## src/rtl/bfp_max_bw_detector_if.sv

```systemverilog
// Sample-stream and report bundle of the BFP max bit-width detector.
// Ports: init_start/stage_start/valid/data_re/data_im flow into the detector;
//        init/bw_init/update/bw_new/busy/err flow back to the pass controller.
// The slave modport is the detector side; master is the feeder/controller side.
interface bfp_max_bw_detector_if #(
  parameter int FFT_DW            = 16,
  parameter int FFT_MAX_BIT_WIDTH = 5
) ();

  logic                         init_start;
  logic                         stage_start;
  logic                         valid;
  logic signed [FFT_DW-1:0]     data_re;
  logic signed [FFT_DW-1:0]     data_im;
  logic                         init;
  logic [FFT_MAX_BIT_WIDTH-1:0] bw_init;
  logic                         update;
  logic [FFT_MAX_BIT_WIDTH-1:0] bw_new;
  logic                         busy;
  logic                         err;

  modport slave (
    input  init_start, stage_start, valid, data_re, data_im,
    output init, bw_init, update, bw_new, busy, err
  );

  modport master (
    output init_start, stage_start, valid, data_re, data_im,
    input  init, bw_init, update, bw_new, busy, err
  );

endinterface

```

## src/rtl/bfp_max_bw_detector.sv

```systemverilog
// Purpose: largest signed bit width over one FFT pass of POINTS complex samples.
// Latency: report pulse two cycles after the POINTS-th accepted sample.
// Backpressure: none; samples are taken whenever valid, protocol misuse sets err.
//
// Ports: clk, reset (synchronous, active-high) and the slave side of
// bfp_max_bw_detector_if (start pulses, sample stream in; init/update report
// pulses with bw_init/bw_new, busy and sticky err out).
module bfp_max_bw_detector #(
  parameter int FFT_MAX_BIT_WIDTH = 5,
  parameter int FFT_DW            = 16,
  parameter int POINTS            = 1024
) (
  input  logic                    clk,
  input  logic                    reset,
  bfp_max_bw_detector_if.slave    bus
);

  // One extra bit so the counter can hold POINTS itself and saturate there.
  localparam int                CNT_W    = $clog2(POINTS) + 1;
  localparam logic [CNT_W-1:0]  POINTS_C = CNT_W'(POINTS);
  localparam logic [CNT_W-1:0]  LAST_C   = CNT_W'(POINTS - 1);

  typedef enum logic [1:0] {
    IDLE  = 2'd0,
    ACC   = 2'd1,
    DRAIN = 2'd2
  } state_t;

  state_t                       state;
  state_t                       state_next;

  logic                         mode_init;
  logic [CNT_W-1:0]             count;
  logic [FFT_MAX_BIT_WIDTH-1:0] acc;
  logic [FFT_MAX_BIT_WIDTH-1:0] s_reg;
  logic                         s_vld;

  logic                         init_q;
  logic                         update_q;
  logic [FFT_MAX_BIT_WIDTH-1:0] bw_init_q;
  logic [FFT_MAX_BIT_WIDTH-1:0] bw_new_q;
  logic                         err_q;

  logic                         start_any;
  logic                         start_ok;
  logic                         accept;
  logic                         last;
  logic [FFT_MAX_BIT_WIDTH-1:0] bw_re;
  logic [FFT_MAX_BIT_WIDTH-1:0] bw_im;
  logic [FFT_MAX_BIT_WIDTH-1:0] s_comb;
  logic [FFT_MAX_BIT_WIDTH-1:0] acc_next;
  logic                         busy_c;

  // Signed bit width including the sign bit. Folding negatives with ~x makes
  // 0 and -1 both collapse to m=0 (width 0); otherwise it is msb(m)+2.
  // The top bit of m is always zero, so the scan stops one short of it.
  function automatic logic [FFT_MAX_BIT_WIDTH-1:0] bit_width(
    input logic [FFT_DW-1:0] x
  );
    logic [FFT_DW-1:0]            m;
    logic [FFT_MAX_BIT_WIDTH-1:0] r;
    m = x[FFT_DW-1] ? ~x : x;
    r = '0;
    for (int i = 0; i < FFT_DW - 1; i++) begin
      if (m[i]) begin
        r = FFT_MAX_BIT_WIDTH'(i + 2);
      end
    end
    return r;
  endfunction

  assign start_any = bus.init_start | bus.stage_start;
  assign start_ok  = (state == IDLE) && start_any;
  assign accept    = (state == ACC) && bus.valid;
  assign last      = accept && (count == LAST_C);

  assign bw_re     = bit_width(bus.data_re);
  assign bw_im     = bit_width(bus.data_im);
  assign s_comb    = (bw_re > bw_im) ? bw_re : bw_im;

  // Running max including whatever sample width sits in the pipeline stage;
  // in DRAIN this is the final pass result and is reported directly.
  assign acc_next  = (s_vld && (s_reg > acc)) ? s_reg : acc;

  // Next-state and combinational outputs.
  always_comb begin
    state_next = state;
    busy_c     = 1'b0;
    case (state)
      IDLE: begin
        if (start_any) begin
          state_next = ACC;
        end
      end
      ACC: begin
        busy_c = 1'b1;
        if (last) begin
          state_next = DRAIN;
        end
      end
      DRAIN: begin
        busy_c     = 1'b1;
        state_next = IDLE;
      end
      default: begin
        state_next = IDLE;
      end
    endcase
  end

  always_ff @(posedge clk) begin
    if (reset) begin
      state <= IDLE;
    end else begin
      state <= state_next;
    end
  end

  // Datapath: counter, width pipeline, running max, report and error flag.
  always_ff @(posedge clk) begin
    if (reset) begin
      mode_init <= 1'b0;
      count     <= '0;
      acc       <= '0;
      s_reg     <= '0;
      s_vld     <= 1'b0;
      init_q    <= 1'b0;
      update_q  <= 1'b0;
      bw_init_q <= '0;
      bw_new_q  <= '0;
      err_q     <= 1'b0;
    end else begin
      // Stage 1: register the per-sample width.
      s_vld <= accept;
      if (accept) begin
        s_reg <= s_comb;
      end

      // A new pass clears the count and max; init_start takes precedence.
      if (start_ok) begin
        mode_init <= bus.init_start;
        count     <= '0;
        acc       <= '0;
      end else begin
        if (accept && (count != POINTS_C)) begin
          count <= count + 1'b1;
        end
        // Stage 2: fold the registered width into the running max.
        acc <= acc_next;
      end

      // Report pulses last one cycle; the idle-side width output holds.
      init_q   <= 1'b0;
      update_q <= 1'b0;
      if (state == DRAIN) begin
        if (mode_init) begin
          init_q    <= 1'b1;
          bw_init_q <= acc_next;
        end else begin
          update_q  <= 1'b1;
          bw_new_q  <= acc_next;
        end
      end

      // Starts while busy are dropped and flagged; samples arriving after the
      // pass is full are dropped and flagged. Valid while idle is harmless.
      if (((state != IDLE) && start_any) || ((state == DRAIN) && bus.valid)) begin
        err_q <= 1'b1;
      end
    end
  end

  assign bus.init    = init_q;
  assign bus.update  = update_q;
  assign bus.bw_init = bw_init_q;
  assign bus.bw_new  = bw_new_q;
  assign bus.err     = err_q;
  assign bus.busy    = busy_c;

endmodule

```

## src/flat_wrapper.sv

```systemverilog
// flat-port wrapper written by rule: the top's interface ports become plain ports
module bfp_max_bw_detector_flat 
#(
  parameter int FFT_MAX_BIT_WIDTH = 5,
  parameter int FFT_DW            = 16,
  parameter int POINTS            = 1024
)
  (clk, reset, bus_init_start, bus_stage_start, bus_valid, bus_data_re, bus_data_im, bus_init, bus_bw_init, bus_update, bus_bw_new, bus_busy, bus_err);
  bfp_max_bw_detector_if #(.FFT_DW(FFT_DW), .FFT_MAX_BIT_WIDTH(FFT_MAX_BIT_WIDTH)) bus_i ();
  input  logic clk;
  input  logic reset;
  input wire logic [$bits(bus_i.init_start)-1:0] bus_init_start;
  input wire logic [$bits(bus_i.stage_start)-1:0] bus_stage_start;
  input wire logic [$bits(bus_i.valid)-1:0] bus_valid;
  input wire logic [$bits(bus_i.data_re)-1:0] bus_data_re;
  input wire logic [$bits(bus_i.data_im)-1:0] bus_data_im;
  output wire logic [$bits(bus_i.init)-1:0] bus_init;
  output wire logic [$bits(bus_i.bw_init)-1:0] bus_bw_init;
  output wire logic [$bits(bus_i.update)-1:0] bus_update;
  output wire logic [$bits(bus_i.bw_new)-1:0] bus_bw_new;
  output wire logic [$bits(bus_i.busy)-1:0] bus_busy;
  output wire logic [$bits(bus_i.err)-1:0] bus_err;
  assign bus_i.init_start = bus_init_start;
  assign bus_i.stage_start = bus_stage_start;
  assign bus_i.valid = bus_valid;
  assign bus_i.data_re = bus_data_re;
  assign bus_i.data_im = bus_data_im;
  assign bus_init = bus_i.init;
  assign bus_bw_init = bus_i.bw_init;
  assign bus_update = bus_i.update;
  assign bus_bw_new = bus_i.bw_new;
  assign bus_busy = bus_i.busy;
  assign bus_err = bus_i.err;
  bfp_max_bw_detector #(.FFT_MAX_BIT_WIDTH(FFT_MAX_BIT_WIDTH), .FFT_DW(FFT_DW), .POINTS(POINTS)) u_core (.clk(clk), .reset(reset), .bus(bus_i));
endmodule
```

## config.mk

```make
export PLATFORM = sky130hd
export DESIGN_NAME = bfp_max_bw_detector_flat
export DESIGN_NICKNAME = d
export VERILOG_FILES = /design/src/rtl/bfp_max_bw_detector_if.sv /design/src/rtl/bfp_max_bw_detector.sv /design/src/flat_wrapper.sv
export SDC_FILE = /design/constraint.sdc
export NUM_CORES = 1
export LEC_CHECK = 0
export BUFFER_PORTS_ARGS = -buffer_cell sky130_fd_sc_hd__buf_2
export CORE_ASPECT_RATIO = 0.5
export CORE_UTILIZATION = 40
export DETAILED_ROUTE_END_ITERATION = 8
export PLACE_DENSITY = 0.74
export SYNTH_ARGS = -nofsm -noshare
export SYNTH_HDL_FRONTEND = slang
export SYNTH_SLANG_ARGS = --single-unit
```

## constraint.sdc

```tcl
create_clock -name clk -period 2.6 [get_ports clk]
set_input_delay 0.52 -clock clk [delete_from_list [all_inputs] [get_ports clk]]
set_output_delay 0.52 -clock clk [all_outputs]
set_load 0.05 [all_outputs]
```

# Word-level counts from Yosys, hierarchy flattened
# Index checks and enable logic that the tools add are counted.
dict set report word_totals {
  register_bits 38
  elab_cells 81
  in_bits 37
  out_inout_bits 14
}
dict set report op_classes {
  mux 40
  add_sub_neg 1
  n_reduce_logical 16
  order_cmp 2
  eq_ne 6
  bitwise 5
}
# op count
set op_table {}
lappend op_table {{$mux 4} 16}
lappend op_table {{$mux 15} 2}
lappend op_table {{$not 15->15} 2}
lappend op_table {{$mux 3} 8}
lappend op_table {{$mux 5} 4}
lappend op_table {{$mux 2} 6}
lappend op_table {{$add 11x1->11 const B} 1}
lappend op_table {{$eq 11x10->1 const B} 1}
lappend op_table {{$ne 11x11->1 const B} 1}
lappend op_table {{$gt 5x5->1} 2}
lappend op_table {{$logic_and 1x1->1} 7}
lappend op_table {{$reduce_and 2->1} 3}
lappend op_table {{$reduce_or 2->1} 3}
lappend op_table {{$ne 2x1->1 const B} 2}
lappend op_table {{$pmux 2 s2} 1}
lappend op_table {{$mux 1} 3}
lappend op_table {{$eq 2x1->1 const B} 1}
lappend op_table {{$eq 2x2->1 const B} 1}
lappend op_table {{$logic_not 2->1} 1}
lappend op_table {{$not 1->1} 2}
lappend op_table {{$reduce_bool 2->1} 1}
lappend op_table {{$logic_or 1x1->1} 1}
lappend op_table {{$or 1x1->1} 1}

# Depth between registers and ports, before layout
# Gate-level depths: netlist of run 1.
dict set report logic_depth {
  depth_word 19
  mapped_depth 13
  ltp_nobuf 12
}

# Least setup slack after synthesis of run 1
# No wires, ideal clock.
dict set report synth_timing {
  path_type {input-to-reg}
  from {in bus_data_im[15]}
  to {reg u_core.s_reg[3]}
  arrival_time_ns 2.568
  path_buffers 1
  stages 13
  path_slack_ns -0.048
  t_required_ns 2.521
  setup_ns 0.079
  cell_sequence {buf_4 -> and3_1 -> and3_1 -> mux2i_1 -> a221oi_1 -> or2_2 -> ha_1 -> nand2_1 -> o22ai_1 -> a21oi_1 -> nand2_1 -> o21a_1 -> a211oi_2}
}
dict set report synth_between {
  elab_chain_cells 18
}
# item line
set synth_lines {}
lappend synth_lines {{start, declared} flat_wrapper.sv:16} ;# input wire logic [$bits(bus_i.data_im)-1:0] bus_data_im;
lappend synth_lines {{$mux 15 *} bfp_max_bw_detector.sv:62} ;# m = x[FFT_DW-1] ? ~x : x;
lappend synth_lines {{$mux 2 (2 in a row)} bfp_max_bw_detector.sv:65} ;# if (m[i]) begin
lappend synth_lines {{$mux 3 (4 in a row)} bfp_max_bw_detector.sv:65}
lappend synth_lines {{$mux 4 (8 in a row)} bfp_max_bw_detector.sv:65}
lappend synth_lines {{$mux 5 *} bfp_max_bw_detector.sv:65}
lappend synth_lines {{$gt 5x5->1} bfp_max_bw_detector.sv:79} ;# assign s_comb = (bw_re > bw_im) ? bw_re : bw_im;
lappend synth_lines {{$mux 5 *} bfp_max_bw_detector.sv:79}
lappend synth_lines {{end signal, assigned} bfp_max_bw_detector.sv:136} ;# s_reg <= s_comb;
lappend synth_lines {{end, declared} bfp_max_bw_detector.sv:35} ;# logic [FFT_MAX_BIT_WIDTH-1:0] s_reg;
# Mark *: on every way between the ends. The rest lies on a longest branch, timed or not.
# A chain may end at the register's enable or synchronous reset.

# Final worst setup path of run 1
dict set report layout_timing {
  from {in bus_data_im[15]}
  to {reg u_core.s_reg[0]}
}
# Same word-level chain as after synthesis.

==> results.tsv, run 1 <==
stage	metric	value	unit
synthesis	Synth Area in Simple Gates	28.52	%
place	Port Buffers	50	
global_route	vias in the first global route	2254	
power_and_ir_drop	Pwr Density	580.1	mW/mm^2
setup_path	startpoint types	input port	
drt	router iterations before antenna repair	4	
synthesis	XOR/XNOR share of the synthesized area	3.773	%
timing	Final min period	2.567	ns
final_layout	fill count	583	
final_layout	Top reg by flops	u_core.count	
setup_path	crit path DAT	2.73	ns
timing	setup slack after layout	0.03305	ns
worst_hold_path	hold crit path type	reg2reg	
synthesis	share of flip-flops with an asynchronous set or reset	0	%
final_layout	most frequent cells in the layout	buf_2 (49), nor2_1 (48), buf_4 (44)	
drt	routed wire length	5.809	mm
final_layout	commonest non-fill, non-tap cell in the layout	buf_2	
final_layout	nets	460	
clock_tree	Clock Latency Late Sink	0.28	ns
timing	Hold Vio Cnt, Final	0	
setup_path	critical path class	in2reg	
timing	Max transition margin	54.90	%
floorplanning	Core Footprint	0.006106	sq mm
synthesis	Main synth FF type	dfxtp_1	
final_layout	Area growth, synth to finish	35.18	%
synthesis	register area share after synthesis	29.79	%
drt	Remaining DRCs	0	
global_route	overall routing resource usage	17.96	%
synthesis	Net Count, Synth	368	
synthesis	mux share of post-synthesis cell area	3.136	%
place	dpl hpwl	4.490	mm
drt	initial drt markers	98	
timing	Fmax achieved	0.3896	GHz
floorplanning	I/O pin cnt	51	
floorplanning	row count	20	
floorplanning	starting density of the core	41.82	%
clock_tree	clk buf depth	2	
run_status	status	finished clean	
drt	routed via count	2485	
run	Max Cap Viol	0	
floorplanning	die area	0.006727	sq mm
clock_tree	root buffer cell	clkbuf_16	
synthesis	Ys Warns	0	
clock_tree	CTS tree	done	
clock_tree	clock slew seen by the registers of the worst setup and hold paths	0.06	ns
setup_path	Critical Path End Type	flip-flop	
clock_tree	CTS Hold Bufs	0	
timing	fin crit share	98.73	%
setup_path	crit-path cells	buf_2, or3_1, or3_1, o211ai_1, nand2_1, nand2_1, ha_1, o21a_1, o31ai_2, a21oi_4, buf_6, nor3_2, o21ai_1, o211ai_2	
drt	WL per Instance	11.69	um
place	post-placement cell count	487	
setup_path	Worst Path Required	2.76	ns
timing	Final Max Slew Viols	0	
synthesis	Syn Area/Cell	8.081	sq um
synthesis	synthesis-stage register bit count	38	
power_and_ir_drop	Tot Pwr	2002	uW
setup_path	Slowest-stage cell, CP	or3_1	
floorplanning	DIE WIDTH	115.0	um
clock_tree	CTS Sinks	38	
global_route	initial antenna violation count	0	
final_layout	share of cells above drive strength 1	33.99	%
clock_tree	CTS H-tree lvls	2	
place	Placed Instance Area	0.003187	sq mm
timing	Slew @ Worst Pin	0.6751	ns
setup_path	Critical Path Max Stage Delay	0.38	ns
synthesis	post-synthesis compound-gate area fraction	23.27	%
drt	antenna viol nets, final	0	
synthesis	Yosys cell types	54	
synthesis	largest family of logic cells by synthesized area	simple AND/OR/NAND/NOR gates	
timing	clk_skew	0.004179	ns
clock_tree	Inserted Clock Buffers	5	
synthesis	number of synthesized flops with an enable pin	0	
global_route	first-pass GRT wire length	9.715	mm
timing	setup violators final	0	
setup_path	R2R setup slack	0.59	ns
place	dpl ws	-0.2650	ns
setup_path	critical path peak fanout	8	
final_layout	Final Non-Filler Cells	497	
synthesis	Cells after Synth	316	
global_route	largest net degree at the start of global routing	25	
power_and_ir_drop	Peak VDD IR	0.2377	mV
final_layout	max reg flops	11	
power_and_ir_drop	static leakage	0.001486	uW
final_layout	diode count	0	
final_layout	design area	0.003452	sq mm
place	RePlAce Congestion	0.8323	
synthesis	Adder-Cell Fraction of Synth Area	7.349	%
synthesis	Synth Cell Area	0.002554	sq mm
drt	vias per cell	5.000	
timing	unrepaired setup endpoints after global routing	yes	
global_route	gr ovfl total	0	
floorplanning	Die H	58.50	um
## worst paths after layout
check	startpoint	to	depth (start not counted)
setup / recovery	bus_data_im[15]	u_core.s_reg[0]$_SDFFE_PP0P_	14
hold reg to reg	u_core.bus.err$_SDFFE_PP0P_	u_core.bus.err$_SDFFE_PP0P_	2
hold / removal	u_core.bus.err$_SDFFE_PP0P_	u_core.bus.err$_SDFFE_PP0P_	2
setup reg to reg	u_core.acc[1]$_SDFF_PP0_	u_core.bus.bw_new[4]$_SDFFE_PP0P_	8
## per-stage QoR
| stage | setup TNS [ns] | utilization, % | hold WS, ns |
|---|---|---|---|
| global route | -0.3441 | 56.54 | 0.5253 |
| global placement | -0.6898 | 52.19 | 0.4542 |
| finish | 0 | 56.54 | 0.4751 |
| floorplan | 0 | - | 0.4486 |
| detailed placement | -1.082 | 52.19 | 0.4676 |
| CTS | 0 | 54.98 | 0.4816 |
## power by group
part	internal, uW	leakage [uW]	switching (uW)	total, uW
sequential	628	0.000308	27.9	656
clock	451	0.0000760	229	681
combinational	273	0.00110	393	666
total	1350	0.00149	650	2000
## layer usage
metal  vias to the layer above  part of all wire, %  GRT usage, %
li1                       1308                    -             -
met1                      1117                   49         24.02
met2                        51                   47         30.90
met3                         9                  3.3         2.266
met4                         0                  1.4         5.009
met5                         -                    0             0
## worst max-delay path, delay by kind of cell
kind,cells,cell delay (ns)
compound gates,6,0.83
fa+ha+maj,1,0.20
buf+inv,2,0.27
simple gates,5,0.90
## Yosys cell counts, types with 5 or more instances
cell | number | area (sq um)
dfxtp_1 | 38 | 760.7
ha_1 | 15 | 187.7
nor3_1 | 6 | 30.03
inv_1 | 16 | 60.06
clkbuf_1 | 5 | 18.77
and2_1 | 5 | 31.28
a211oi_1 | 11 | 82.58
xor2_1 | 7 | 61.31
or3_1 | 6 | 37.54
or2_2 | 5 | 31.28
nor2b_1 | 8 | 50.05
nor2_1 | 49 | 183.9
a21oi_1 | 16 | 80.08
nand2_1 | 28 | 105.1
mux2i_1 | 8 | 80.08
nand3_1 | 14 | 70.07
o21ai_0 | 9 | 45.04
## kinds of logic after synthesis
logic type,Yosys count
simple gates,143
compound gates,76
fa+ha+maj,15
flops,38
xor+xnor,11
buf+inv,25
mux,8
## timing repair
item | in CTS | in global routing
buffers inserted | 0 | 2
resized for setup | 0 | 17
endpoints found under the setup margin | 0 | 5
## area by class of cell
| class | count | area, sq um | area share (%) |
|---|---|---|---|
| multi-input cells | 253 | 1764 | 51.11 |
| flip-flops and latches | 38 | 760.7 | 22.04 |
| repair buffers | 94 | 586.8 | 17.00 |
| clock buffers | 5 | 125.1 | 3.625 |
| well taps | 88 | 110.1 | 3.190 |
| inverters | 16 | 60.06 | 1.740 |
| clock inverters | 3 | 45.04 | 1.305 |
(Power assumes the default switching activity.)
==> inputs of run 2 (changes only) <==
--- a/config.mk
+++ b/config.mk
@@ -5,11 +5,12 @@
 export SDC_FILE = /design/constraint.sdc
 export NUM_CORES = 1
 export LEC_CHECK = 0
-export BUFFER_PORTS_ARGS = -buffer_cell sky130_fd_sc_hd__buf_2
 export CORE_ASPECT_RATIO = 0.5
 export CORE_UTILIZATION = 40
 export DETAILED_ROUTE_END_ITERATION = 8
-export PLACE_DENSITY = 0.74
+export DONT_BUFFER_PORTS = 1
+export MAX_ROUTING_LAYER = met4
+export PLACE_DENSITY = 0.67
 export SYNTH_ARGS = -nofsm -noshare
 export SYNTH_HDL_FRONTEND = slang
 export SYNTH_SLANG_ARGS = --single-unit
==> results.tsv, run 2 (same netlist as run 1, synthesis figures left out) <==
stage	metric	value	unit
setup_path	WP buf/inv	0	
drt	router iterations before antenna repair	4	
setup_path	startpoint types	input port	
setup_path	crit path DAT	2.65	ns
timing	Final min period	2.441	ns
clock_tree	clock slew seen by the registers of the worst setup and hold paths	0.05	ns
timing	fin crit share	93.87	%
final_layout	Area growth, synth to finish	12.25	%
run	Max Cap Viol	0	
timing	Fmax achieved	0.4097	GHz
clock_tree	root buffer cell	clkbuf_16	
clock_tree	Inserted Clock Buffers	5	
final_layout	nets	372	
timing	Final Max Slew Viols	0	
clock_tree	clk buf depth	2	
global_route	GRT Max-Usage Layer	met2	
setup_path	delay-heaviest family, CP	compound AO/OA/AOI/OAI gates	
setup_path	Slowest-stage cell, CP	or3_1	
drt	routed via count	2202	
global_route	initial antenna violation count	0	
setup_path	crit-path cells	or3_1, o22ai_1, o211ai_1, nand2_1, nand2_1, ha_1, o21a_1, o31ai_1, a21oi_2, nand2_1, o21a_1, a211oi_2	
drt	WL per Instance	13.50	um
power_and_ir_drop	Pwr Density	678.8	mW/mm^2
place	post-placement cell count	400	
timing	Max transition margin	53.61	%
power_and_ir_drop	Peak VDD IR	0.3550	mV
floorplanning	DIE WIDTH	115.0	um
final_layout	most frequent cells in the layout	nor2_1 (49), dfxtp_1 (38), nand2_1 (28)	
place	Port Buffers	0	
drt	Remaining DRCs	0	
clock_tree	CTS tree	done	
setup_path	Worst Path Required	2.80	ns
drt	vias per cell	5.384	
global_route	first-pass GRT wire length	8.825	mm
drt	routed wire length	5.522	mm
global_route	vias in the first global route	1979	
timing	setup slack after layout	0.1593	ns
timing	Slew @ Worst Pin	0.6944	ns
timing	setup violators final	0	
global_route	largest net degree at the start of global routing	25	
timing	setup total negative slack	0	ns
drt	initial drt markers	131	
setup_path	Critical Path Max Stage Delay	0.35	ns
final_layout	Top reg by flops	u_core.count	
global_route	met1 Resource Use GR	21.46	%
final_layout	utilization after layout	46.95	%
drt	antenna viol nets, final	0	
clock_tree	CTS Hold Bufs	0	
final_layout	Reg area	760.7	sq um
power_and_ir_drop	Tot Pwr	1946	uW
global_route	gr ovfl total	0	
setup_path	critical path class	in2reg	
power_and_ir_drop	static leakage	0.001091	uW
final_layout	area used by multi-input combinational logic	0.001697	sq mm
global_route	global-route met2 utilization	27.37	%
timing	Hold Vio Cnt, Final	0	
worst_hold_path	hold crit path type	in2reg	
clock_tree	Clock Latency Late Sink	0.28	ns
global_route	overall routing resource usage	17.27	%
setup_path	critical path peak fanout	13	
clock_tree	CTS H-tree lvls	2	
floorplanning	die area	0.006727	sq mm
final_layout	max reg flops	11	
floorplanning	Core Footprint	0.006106	sq mm
setup_path	crit path launch	bus_data_im[15]	
final_layout	share of cells above drive strength 1	12.77	%
place	RePlAce Congestion	0.8291	
setup_path	worst r2r src	u_core.acc[1]$_SDFF_PP0_	
floorplanning	I/O pin cnt	51	
timing	unrepaired setup endpoints after global routing	no	
floorplanning	Die H	58.50	um
setup_path	Critical Path End Type	flip-flop	
worst_hold_path	Hold Crit Start	reset	
final_layout	Final Non-Filler Cells	409	
setup_path	CP most frequent cell	nand2_1	
final_layout	commonest non-fill, non-tap cell in the layout	nor2_1	
final_layout	diode count	0	
global_route	met3 usage	4.840	%
run_status	status	finished clean	
place	dpl hpwl	4.211	mm
clock_tree	CTS Sinks	38	
final_layout	fill count	612	
place	dpl ws	-0.1484	ns
floorplanning	row count	20	
timing	clk_skew	0.007549	ns
floorplanning	starting density of the core	41.82	%
-- run 2: changes by cell type in the layout (fill, tap and decap cells not counted), moves of 2 or more --
| cell | before | now |
|---|---|---|
| nor3_1 | 4 | 6 |
| buf_4 | 44 | 6 |
| buf_2 | 49 | 0 |
| clkinvlp_4 | 2 | 0 |
-- run 2: final cells by class --
| class | count | area share, % |
|---|---|---|
| Multi-Input combinational cell | 253 | 59.19 |
| Sequential cell | 38 | 26.54 |
| Clock buffer | 5 | 4.365 |
| Tap cell | 88 | 3.841 |
| Clock inverter | 3 | 2.401 |
| Inverter | 16 | 2.095 |
| Timing Repair Buffer | 6 | 1.571 |
-- run 2: final timing paths --
check        depth (start not counted)                           endpoint  slack, ns
max                                 12       u_core.s_reg[3]$_SDFFE_PP0P_       0.16
min reg2reg                          2       u_core.s_reg[4]$_SDFFE_PP0P_       0.51
min                                  1       u_core.s_reg[3]$_SDFFE_PP0P_       0.30
max reg2reg                          8  u_core.bus.bw_new[0]$_SDFFE_PP0P_       0.59
-- run 2: worst register-to-register path: cells and delay by family, from the launching register on --
| kind | cells | cell delay [ns] |
|---|---|---|
| compound gates | 4 | 0.70 |
| fa+ha+maj | 1 | 0.28 |
| buf+inv | 1 | 0.04 |
| flops | 1 | 0.33 |
| mux | 1 | 0.37 |
| simple gates | 1 | 0.13 |
-- run 2: metrics by stage --
stage | instance area, sq um | hold slack [ns]
after floorplan | 2557 | 0.4486
after global placement | 2659 | 0.4805
after detailed placement | 2659 | 0.4935
after CTS | 2853 | 0.2906
after global routing | 2867 | 0.2897
final | 2867 | 0.3027
-- run 2: per-layer routing --
metal | share of wire (%) | wire length, um
met4 | 1.0 | 57
met1 | 49 | 2722
met5 | 0 | 0
met3 | 6.4 | 354
met2 | 43 | 2388
-- run 2: report_power, final --
| part | total, uW | internal, uW | switching, uW | leakage, uW |
|---|---|---|---|---|
| Combinational | 420 | 179 | 241 | 0.000689 |
| Clock | 790 | 551 | 239 | 0.0000940 |
| Sequential | 736 | 628 | 108 | 0.000308 |
| Total | 1950 | 1360 | 588 | 0.00109 |
-- run 2: timing repair --
action                     CTS  global route
gates resized for setup      0             1
setup endpoints to repair    0             1
buffers inserted             0             1
==> inputs of run 3 (changes only) <==
--- a/config.mk
+++ b/config.mk
@@ -6,11 +6,10 @@
 export NUM_CORES = 1
 export LEC_CHECK = 0
 export CORE_ASPECT_RATIO = 0.5
-export CORE_UTILIZATION = 40
+export CORE_UTILIZATION = 57
 export DETAILED_ROUTE_END_ITERATION = 8
 export DONT_BUFFER_PORTS = 1
-export MAX_ROUTING_LAYER = met4
-export PLACE_DENSITY = 0.67
+export PLACE_DENSITY = 0.86
 export SYNTH_ARGS = -nofsm -noshare
 export SYNTH_HDL_FRONTEND = slang
 export SYNTH_SLANG_ARGS = --single-unit
==> results.tsv, run 3 (same netlist as run 1, synthesis figures left out) <==
stage	metric	value	unit
clock_tree	Clock Latency Late Sink	0.29	ns
timing	Fmax achieved	0.4016	GHz
setup_path	Slowest-stage cell, CP	ha_1	
drt	router iterations before antenna repair	5	
timing	Hold Vio Cnt, Final	0	
power_and_ir_drop	Clk pwr share	26.3	%
clock_tree	clk buf depth	2	
timing	setup total negative slack	0	ns
drt	routed wire length	5.321	mm
power_and_ir_drop	Peak VDD IR	0.3359	mV
global_route	overall routing resource usage	22.76	%
final_layout	diode count	0	
worst_hold_path	Hold Path Cell Cnt	1	
worst_hold_path	hold crit path type	in2reg	
final_layout	fill count	357	
place	dpl hpwl	4.153	mm
power_and_ir_drop	static leakage	0.001040	uW
final_layout	design area	0.002714	sq mm
run	Max Cap Viol	0	
floorplanning	Core Footprint	0.004084	sq mm
place	dpl ws	-0.1333	ns
final_layout	most frequent cells in the layout	nor2_1 (49), dfxtp_1 (38), nand2_1 (28)	
global_route	vias in the first global route	2038	
clock_tree	CTS Sinks	38	
setup_path	worst reg-to-reg path cell count	8	
floorplanning	DIE WIDTH	96.66	um
power_and_ir_drop	Switching Share	34.83	%
drt	antenna viol nets, final	0	
worst_hold_path	Hold Crit Start	reset	
setup_path	crit-path cells	or2_2, o21ai_0, o221ai_1, a21o_1, ha_1, nor2b_1, o31ai_1, a21oi_2, and2_1, o21ai_1, a21oi_1	
power_and_ir_drop	internal power	1020	uW
drt	WL per Instance	14.23	um
floorplanning	Die H	49.33	um
final_layout	share of cells above drive strength 1	12.19	%
final_layout	nets	371	
floorplanning	starting density of the core	62.53	%
setup_path	Worst Path Required	2.78	ns
clock_tree	CTS tree	done	
final_layout	Area growth, synth to finish	6.271	%
global_route	first-pass GRT wire length	8.901	mm
drt	initial drt markers	85	
power_and_ir_drop	Seq pwr share	46.9	%
place	Port Buffers	0	
drt	vias per cell	5.906	
timing	Final min period	2.490	ns
place	RePlAce Congestion	0.8488	
timing	fin crit share	95.77	%
setup_path	crit path DAT	2.67	ns
timing	setup violators final	0	
place	post-placement cell count	365	
timing	clk_skew	0.006074	ns
drt	Remaining DRCs	0	
clock_tree	clock slew seen by the registers of the worst setup and hold paths	0.07	ns
timing	Slew @ Worst Pin	0.6756	ns
setup_path	critical path class	in2reg	
timing	setup slack after layout	0.1100	ns
setup_path	R2R Path End	u_core.bus.bw_new[0]$_SDFFE_PP0P_	
setup_path	worst r2r src	u_core.acc[1]$_SDFF_PP0_	
final_layout	commonest non-fill, non-tap cell in the layout	nor2_1	
run_status	status	finished clean	
setup_path	Critical Path Max Stage Delay	0.30	ns
floorplanning	die area	0.004768	sq mm
timing	Max transition margin	54.87	%
power_and_ir_drop	NetSw	544.9	uW
floorplanning	I/O pin cnt	51	
timing	unrepaired setup endpoints after global routing	no	
place	Placed Instance Area	0.002609	sq mm
clock_tree	CTS H-tree lvls	2	
drt	routed via count	2209	
global_route	initial antenna violation count	0	
final_layout	Final Non-Filler Cells	374	
clock_tree	Inserted Clock Buffers	5	
power_and_ir_drop	part of the power in combinational logic	26.8	%
final_layout	max reg flops	11	
power_and_ir_drop	Pwr Density	576.5	mW/mm^2
global_route	gr ovfl total	0	
global_route	largest net degree at the start of global routing	25	
setup_path	Critical Path End Type	flip-flop	
clock_tree	root buffer cell	clkbuf_8	
setup_path	critical path peak fanout	8	
worst_hold_path	Hold EP	u_core.bus.init$_SDFF_PP0_	
final_layout	Top reg by flops	u_core.count	
setup_path	R2R setup slack	0.53	ns
timing	Final Max Slew Viols	0	
setup_path	startpoint types	input port	
floorplanning	row count	16	
[run 3: cell count changes in the layout (fill, tap and decap cells not counted), sizes merged]
cell	before	now
clkbuf	5	7
buf	6	5
bufinv	2	0
[run 3: cell type report]
cell class | instances | area, sq um | area share (%)
Clock inverter | 1 | 5.005 | 0.1844
Clock buffer | 7 | 86.33 | 3.181
Sequential cell | 38 | 760.7 | 28.03
Inverter | 16 | 60.06 | 2.213
Tap cell | 54 | 67.56 | 2.490
Timing Repair Buffer | 5 | 37.54 | 1.383
Multi-Input combinational cell | 253 | 1697 | 62.52
[run 3: worst max path at each step]
stage               startpoint                      endpoint  slack, ns  depth (start not counted)
6_report        bus_data_im[7]  u_core.s_reg[4]$_SDFFE_PP0P_       0.11                         11
2_1_floorplan  bus_data_re[15]  u_core.s_reg[4]$_SDFFE_PP0P_       0.07                         12
3_3_place_gp   bus_data_im[15]  u_core.s_reg[3]$_SDFFE_PP0P_     -0.009                         12
3_5_place_dp   bus_data_im[15]  u_core.s_reg[1]$_SDFFE_PP0P_      -0.13                         12
4_1_cts        bus_data_im[15]  u_core.s_reg[4]$_SDFFE_PP0P_       0.17                         12
5_1_grt         bus_data_im[7]  u_core.s_reg[1]$_SDFFE_PP0P_       0.03                         11
[run 3: timing repair]
action,in CTS,in global routing
resized for setup,0,1
setup endpoints to repair,0,3
setup buffers,0,1
hold buffers,0,0
[run 3: per-layer routing]
| metal | part of all wire, % | GRT usage, % | routed length [um] |
|---|---|---|---|
| met5 | 0 | 0 | 0 |
| met4 | 0.96 | 6.965 | 51 |
| met3 | 5.0 | 5.587 | 265 |
| met2 | 48 | 39.67 | 2542 |
| met1 | 46 | 27.98 | 2461 |
[run 3: metrics by stage]
step           util (%)  hold WS, ns  power [uW]
5_1_grt           66.45       0.2781        1651
4_1_cts           66.12       0.2862        1565
6_report          66.45       0.2981        1565
3_3_place_gp      63.88       0.4654        1134
3_5_place_dp      63.88       0.4900        1157
2_1_floorplan         -       0.4486        1092
[run 3: critical path: cells and delay by family]
kind / cells / cell delay [ns]
compound gates: 7 / 1.23
simple gates: 3 / 0.62
fa+ha+maj: 1 / 0.30
[run 3: power by group through the flow]
| stage | Sequential, uW | Clock [uW] | Combinational [uW] |
|---|---|---|---|
| after global placement | 745 | 0 | 390 |
| after floorplan | 738 | 0 | 354 |
| after global routing | 739 | 442 | 470 |
| final | 734 | 412 | 419 |
| after CTS | 734 | 418 | 413 |
| after detailed placement | 748 | 0 | 409 |
